## src/rtl/lbm_frame_writer.sv

```systemverilog
// lbm_frame_writer: AXI-Stream slave writing one D2Q9 frame into the lane BRAM,
// then holding the buffer until the reader releases it.
module lbm_frame_writer #(
    parameter int DATA_WIDTH    = 16,
    parameter int DEPTH         = 2500,
    parameter int ADDRESS_WIDTH = 12
) (
    input  logic                      m00_axis_aclk,
    input  logic                      m00_axis_aresetn,
    input  logic [9*DATA_WIDTH-1:0]   s00_axis_tdata,
    input  logic                      s00_axis_tvalid,
    output logic                      s00_axis_tready,
    input  logic                      s00_axis_tlast,
    input  logic [9*DATA_WIDTH/8-1:0] s00_axis_tstrb,
    output logic                      bram_we,
    output logic [ADDRESS_WIDTH-1:0]  bram_waddr,
    output logic [9*DATA_WIDTH-1:0]   bram_wdata,
    output logic                      frame_ready,
    input  logic                      frame_release,
    output logic [15:0]               frame_count,
    output logic                      tlast_err
);
    typedef enum logic [1:0] {RECV, FLUSH, HOLD} state_t;
    localparam logic [ADDRESS_WIDTH-1:0] LAST = ADDRESS_WIDTH'(DEPTH - 1);
    state_t state, state_n;
    logic [ADDRESS_WIDTH-1:0] cnt;
    logic hs, last_beat, unused_strb;
    assign unused_strb = ^s00_axis_tstrb;
    assign hs = s00_axis_tvalid & s00_axis_tready;
    assign last_beat = cnt == LAST;
    always_ff @(posedge m00_axis_aclk or negedge m00_axis_aresetn)
        if (!m00_axis_aresetn) state <= RECV;
        else state <= state_n;
    always_comb begin
        state_n = state;
        case (state)
            RECV:    state_n = hs && last_beat ? FLUSH : RECV;
            FLUSH:   state_n = HOLD;
            default: state_n = frame_release ? RECV : HOLD;
        endcase
    end
    always_comb begin
        s00_axis_tready = state == RECV && m00_axis_aresetn;
        frame_ready     = state == HOLD;
    end
    // Write port is registered one cycle behind the handshake; early tlast rewinds to cell 0.
    always_ff @(posedge m00_axis_aclk or negedge m00_axis_aresetn)
        if (!m00_axis_aresetn) begin
            bram_we     <= 1'b0;
            bram_waddr  <= '0;
            bram_wdata  <= '0;
            cnt         <= '0;
            frame_count <= '0;
            tlast_err   <= 1'b0;
        end else begin
            bram_we <= hs;
            if (hs) begin
                bram_waddr <= cnt;
                bram_wdata <= s00_axis_tdata;
                cnt        <= last_beat || s00_axis_tlast ? '0 : cnt + 1'b1;
                if (last_beat != s00_axis_tlast) tlast_err <= 1'b1;
            end else if (state == HOLD && frame_release) cnt <= '0;
            if (state == FLUSH) frame_count <= frame_count + 16'd1;
        end
endmodule

```

## config.mk

```make
export PLATFORM = sky130hd
export DESIGN_NAME = lbm_frame_writer
export DESIGN_NICKNAME = d
export VERILOG_FILES = /design/src/rtl/lbm_frame_writer.sv
export SDC_FILE = /design/constraint.sdc
export NUM_CORES = 1
export LEC_CHECK = 0
export ABC_AREA = 1
export ABC_CLOCK_PERIOD_IN_PS = 4400
export CORE_AREA = 2 2 135 137
export CTS_BUF_LIST = sky130_fd_sc_hd__clkbuf_8
export DETAILED_ROUTE_END_ITERATION = 8
export DIE_AREA = 0 0 137 139
export PLACE_DENSITY = 0.82
export SLEW_MARGIN = 20
export SYNTH_ARGS = -nofsm -noshare
export SYNTH_HDL_FRONTEND = slang
export SYNTH_SLANG_ARGS = --single-unit
```

## constraint.sdc

```tcl
create_clock -name m00_axis_aclk -period 4.4 [get_ports m00_axis_aclk]
set_input_delay 0.88 -clock m00_axis_aclk [delete_from_list [all_inputs] [get_ports m00_axis_aclk]]
set_output_delay 0.88 -clock m00_axis_aclk [all_outputs]
set_load 0.1 [all_outputs]
```

==> results of run 1 <==
==> power groups by stage <==
stage | combinational, mW | clock, mW | sequential (mW)
CTS | 2.14 | 1.15 | 2.01
floorplan | 0.207 | 0 | 3.34
global route | 2.20 | 1.22 | 2.03
global placement | 2.12 | 0 | 2.03
detailed placement | 2.13 | 0 | 2.04
finish | 2.12 | 1.11 | 2.01
==> logic make-up (layout without fill, tap and decap cells) <==
kind of cell / count (synthesis) / count (layout) / share of synthesized area
buffers and inverters: 70 / 399 / 0.0435
xor gates and xnor gates: 11 / 11 / 0.0129
and+or+nand+nor: 552 / 552 / 0.285
DFF: 188 / 188 / 0.630
AOI/OAI and AO/OA: 34 / 34 / 0.0238
adders and majority gates: 3 / 3 / 0.00502
==> state kept, by name (all words and copies together) (netlist names) <==
signal / cells
cnt: 12
frame_count: 16
bram_we: 1
tlast_err: 1
bram_wdata: 144
bram_waddr: 12
state: 2
==> worst max path at each step <==
stage	start	to	slack, ps	depth (start not counted)
finish	state[1]	frame_ready	1290	3
global route	state[1]	frame_ready	1180	3
CTS	state[1]	frame_ready	1250	3
detailed placement	m00_axis_aresetn	bram_wdata[50]	1540	6
global placement	m00_axis_aresetn	bram_wdata[83]	1520	6
floorplan	m00_axis_aresetn	s00_axis_tready	460	1
==> synth_stat cells, drive strengths merged <==
master	number
nand2	502
dfrtp	188
inv	36
buf	30
o21ai	27
nor2	21
nand3	18
xor2	7
nor3	5
clkbuf	4
o22ai	4
xnor2	4
ha	3
nand4	3
a21oi	2
nor4	2
a21o	1
nor3b	1
==> metrics by stage <==
stage	hold slack (ps)	power (mW)	util	cell area [µm²]	worst slack, ps
floorplan	471	3.55	-	7470	458
global placement	445	4.15	0.616	10900	1520
detailed placement	464	4.17	0.616	10900	1540
CTS	375	5.29	0.638	11300	1250
global route	383	5.46	0.638	11300	1180
finish	375	5.24	0.638	11300	1290
==> metal layers <==
layer  vias up  part of all wire  track usage
met5         -                 0            0
met4         0             0.028       0.0857
met3        41             0.096       0.0789
met2       266              0.50        0.367
met1      3096              0.38        0.257
li1       3250                 -            -
==> cells in the final DEF, fill, tap and decap left out, types with 4 or more instances in the layout <==
| master | instances |
|---|---|
| nor3_1 | 5 |
| clkdlybuf4s50_1 | 322 |
| clkbuf_8 | 20 |
| buf_4 | 8 |
| inv_1 | 35 |
| nand3_1 | 17 |
| xnor2_1 | 4 |
| o21ai_0 | 27 |
| o22ai_1 | 4 |
| xor2_1 | 7 |
| nor2_1 | 20 |
| nand2_1 | 502 |
| inv_8 | 5 |
| dfrtp_1 | 188 |
==> layout make-up <==
class	instances	area (µm²)
clock buffer	19	262
clock inverter	13	123
fill	1446	6400
inverter	36	138
multi-input combinational	600	2450
sequential	188	4700
tap	229	287
timing repair buffer	331	3300
==> critical path, stage by stage, from the launching register on <==
cell             delay, ps
dfrtp_1                380
inv_1                  100
nor2_1                 130
clkdlybuf4s50_1       1160
==> impl_results.md, run 1 <==
- Synthesized Nets: 1028
- Fin. Hold Viols: 0
- Fraction of power consumed by sequential logic: 0.383
- Distinct cells, synth: 22
- Seq/Total Area, Yosys: 0.630
- Dpl cells: 1384
- R2r startpoint: state[0]
- Setup Skew: 15.6 ps
- VDD IR-drop max: 0.284 mV
- Die H: 139 µm
- Initial drt markers: 402
- Largest net degree at the start of global routing: 103
- Tmin final: 3110 ps
- P&R area growth vs syn: 50.7%
- Hold-fix buffers at CTS: 0
- Internal: 2.84 mW
- Root buf cell: clkbuf_8
- Sw Share: 0.458
- Synthesized flop and latch total: 188
- Hold Path Class: in2async
- Pleak: 5.51 nW
- Skew-Pair Late Insertion Delay: 460 ps
- Max-slew violations: 0
- Finished Layout Cells: 1416
- CP Capture Type: output pin
- Port Buf Inserts: 324
- Run status: completed
- Slew headroom: 0.285
- YS warnings: 0
- Synthesized cell area: 7470 µm²
- Die area: 19000 µm²
- # rows: 49
- IO Count: 343
- Horiz. Die Dim: 137 µm
- RSZ-0062 raised after global routing: false
- Top-area cell type share of the netlist area: 0.630
- Worst R2R Setup Slack: 2370 ps
- Layout cells sized above 1: 0.0371
- WL final: 20600 µm
- Sink Count: 188
- Clock Pin Slew Worst Setup and Hold Paths: 110 ps
- Vias per std cell: 4.70
- DRC errors left: 0
- Core outline area: 17700 µm²
- Antenna Nets Post-Route: 0
- Top post-synthesis cells by area: dfrtp_1 (63%), nand2_1 (25%), o21ai_0 (1.8%), inv_1 (1.8%), buf_2 (1.3%)
- First-pass GRT wire length: 32900 µm
- Synth area leader: dfrtp_1
- Mapped Cells: 858
- Overall routing resource usage: 0.220
- Layout Nets: 1344
- Clock Power Share: 0.212
- Vias in the first global route: 6551
- Cts repair resizes: 0
- Num CTS Buffers: 17
- CTS tree: built
- DR vias: 6653
- Setup CP Type: reg2out
- Final Setup Violations: 0
- Diode count: 0
- Dpl hpwl: 14900 µm
- Initial antenna violation count: 0
- Worst R2R End: bram_wdata[18]
- Slew @ Worst Pin: 1070 ps
- H-Tree Depth: 4
- Reg2reg path depth: 6
- Startpoint types: flip-flop
- Comb pwr share: 0.405
- Gr ovfl total: 0
- Global placement routability congestion: 0.827
- Setup_tns: 0 ps
- Drt first pass iters: 7
- Post-CTS Setup Repair Bufs: 0
- Arrival time at the worst endpoint: 2230 ps
- CTS Buffer Depth: 2
- Syn_area_per_cell: 8.71 µm²
- Power per cell area: 466 nW/µm²
- Critical-path maximum fanout: 5
- NetSw: 2.40 mW
- Fin crit share: 0.708
- Initial Util: 0.423
- Crit path required time: 3520 ps
- Max Fclk: 0.321 GHz
- Avg WL per Cell: 14.6 µm
- Max Cap Viol: 0
Power figures use the tool's default switching activity.
==> run 2: changes to the inputs <==
ABC_CLOCK_PERIOD_IN_PS = 3100   (was 4400)
CORE_AREA = unset   (was 2 2 135 137)
CORE_UTILIZATION = 43   (was unset)
DIE_AREA = unset   (was 0 0 137 139)
PLACE_DENSITY = 0.83   (was 0.82)
clock period = 3.1 ns   (was 4.4 ns; I/O delays follow)
==> impl_results.md, run 2 (synthesized netlist as in run 1, its figures left out) <==
- Run status: completed
- Commonest cells after routing, fill and taps aside: nand2_1 (502), dfrtp_1 (188), buf_4 (179)
- Antenna Nets Post-Route: 0
- Finished Layout Cells: 1408
- Crit-path max cell delay: 330 ps
- R2r startpoint: state[0]
- Largest net degree at the start of global routing: 94
- Vias in the first global route: 6572
- Largest register FFs: 144
- Fraction of power consumed by sequential logic: 0.385
- Dpl hpwl: 14500 µm
- Pleak: 5.80 nW
- Startpoint types: input port
- H-Tree Depth: 4
- Port Buf Inserts: 324
- CP cell instances: clkbuf_8 > nor3b_2 > buf_12
- Dpl cells: 1376
- Max Cap Viol: 0
- Critical-path maximum fanout: 37
- Cts repair resizes: 0
- Global placement routability congestion: 0.853
- NetSw: 3.32 mW
- Setup Skew: 13.1 ps
- Horiz. Die Dim: 134 µm
- Slew headroom: 0.377
- VDD IR-drop max: 0.495 mV
- Setup CP Type: in2out
- Crit path required time: 2480 ps
- Max Fclk: 0.479 GHz
- Num CTS Buffers: 17
- Commonest non-fill, non-tap cell in the layout: nand2_1
- Arrival time at the worst endpoint: 1470 ps
- CTS Buffer Depth: 2
- Sink Count: 188
- Worst R2R Setup Slack: 1250 ps
- Overall routing resource usage: 0.228
- First-pass GRT wire length: 32000 µm
- Slowest cell on crit path: nor3b_2
- Fin crit share: 0.674
- Drt first pass iters: 4
- Sw Share: 0.448
- Initial antenna violation count: 0
- DRC errors left: 0
- Avg WL per Cell: 14.3 µm
- Regs by FF count: bram_wdata: 144 flops, frame_count: 16 flops
- Biggest register: bram_wdata
- Reg2reg path depth: 6
- Layout fillers: 1389
- Layout Nets: 1345
- Comb pwr share: 0.395
- Layout cells sized above 1: 0.184
- Power per cell area: 680 nW/µm²
- RSZ-0062 raised after global routing: false
- P&R area growth vs syn: 45.9%
- Setup ws final: 1010 ps
- Root buf cell: clkbuf_8
- Clock Pin Slew Worst Setup and Hold Paths: 80 ps
- Area of the multi-input gates: 2450 µm²
- Setup_tns: 0 ps
- Clock Power Share: 0.219
- Initial drt markers: 346
- Fin. Hold Viols: 0
- Post-CTS Setup Repair Bufs: 0
- Gr ovfl total: 0
- Internal: 4.09 mW
- # rows: 47
- CP Capture Type: output pin
- Worst R2R End: bram_wdata[143]
- Core outline area: 16800 µm²
- WL final: 20100 µm
- Vias per std cell: 4.70
- Die area: 17900 µm²
- Slew @ Worst Pin: 935 ps
- Initial Util: 0.446
- Pwr Total: 7.41 mW
- Worst Setup SP: m00_axis_aresetn
- Skew-Pair Late Insertion Delay: 440 ps
- DR vias: 6615
- Place WS: 729 ps
- IO Count: 343
- Diode count: 0
- Max-slew violations: 0
- Hold-fix buffers at CTS: 0
- CTS tree: built
- Register area: 4700 µm²
- Final hold slack: 84.6 ps
- Hold Path Class: in2async
- Tmin final: 2090 ps
- Die H: 134 µm
- Final Setup Violations: 0
==> run 2: cell types whose count changed in the layout (fill, tap and decap cells not counted), sizes merged, moves of 2 or more <==
cell           delta
buf             +176
clkbuf            +4
clkinv            +2
inv               -4
clkdlybuf4s50   -175
clkinvlp          -3
==> run 2: metrics by stage <==
stage,utilization,area (µm²)
detailed placement,0.627,10500
CTS,0.651,10900
floorplan,-,7480
global route,0.651,10900
global placement,0.627,10500
finish,0.651,10900
==> run 2: worst max path at each step <==
stage,slack [ps],endpoint
floorplan,670,s00_axis_tready
global placement,760,cnt[9]
detailed placement,730,cnt[9]
CTS,990,s00_axis_tready
global route,940,s00_axis_tready
finish,1010,s00_axis_tready
==> run 2: power groups by stage <==
stage	sequential (mW)	clock, mW	combinational, mW
floorplan	4.74	0	0.294
global placement	2.89	0	2.92
detailed placement	2.90	0	2.95
CTS	2.86	1.66	2.95
global route	2.89	1.77	3.04
finish	2.86	1.62	2.93
==> run 2: layer usage <==
layer	vias to the layer above	part of all wire	global-route usage
met5	-	0	0
met4	0	0.027	0.0802
met3	35	0.074	0.0722
met2	248	0.49	0.383
met1	3088	0.41	0.276
li1	3244	-	-
==> run 2: worst max-delay path: cells and delay by family <==
kind | cells | cell delay [ps]
AND/OR/NAND/NOR | 1 | 330
buffers and inverters | 2 | 500
==> run 2: cell type report <==
cell class	instances	share of cell area
Clock buffer	23	0.0290
Clock inverter	9	0.00792
Inverter	36	0.0126
Multi-Input combinational cell	600	0.225
Sequential cell	188	0.431
Tap cell	220	0.0252
Timing Repair Buffer	332	0.269
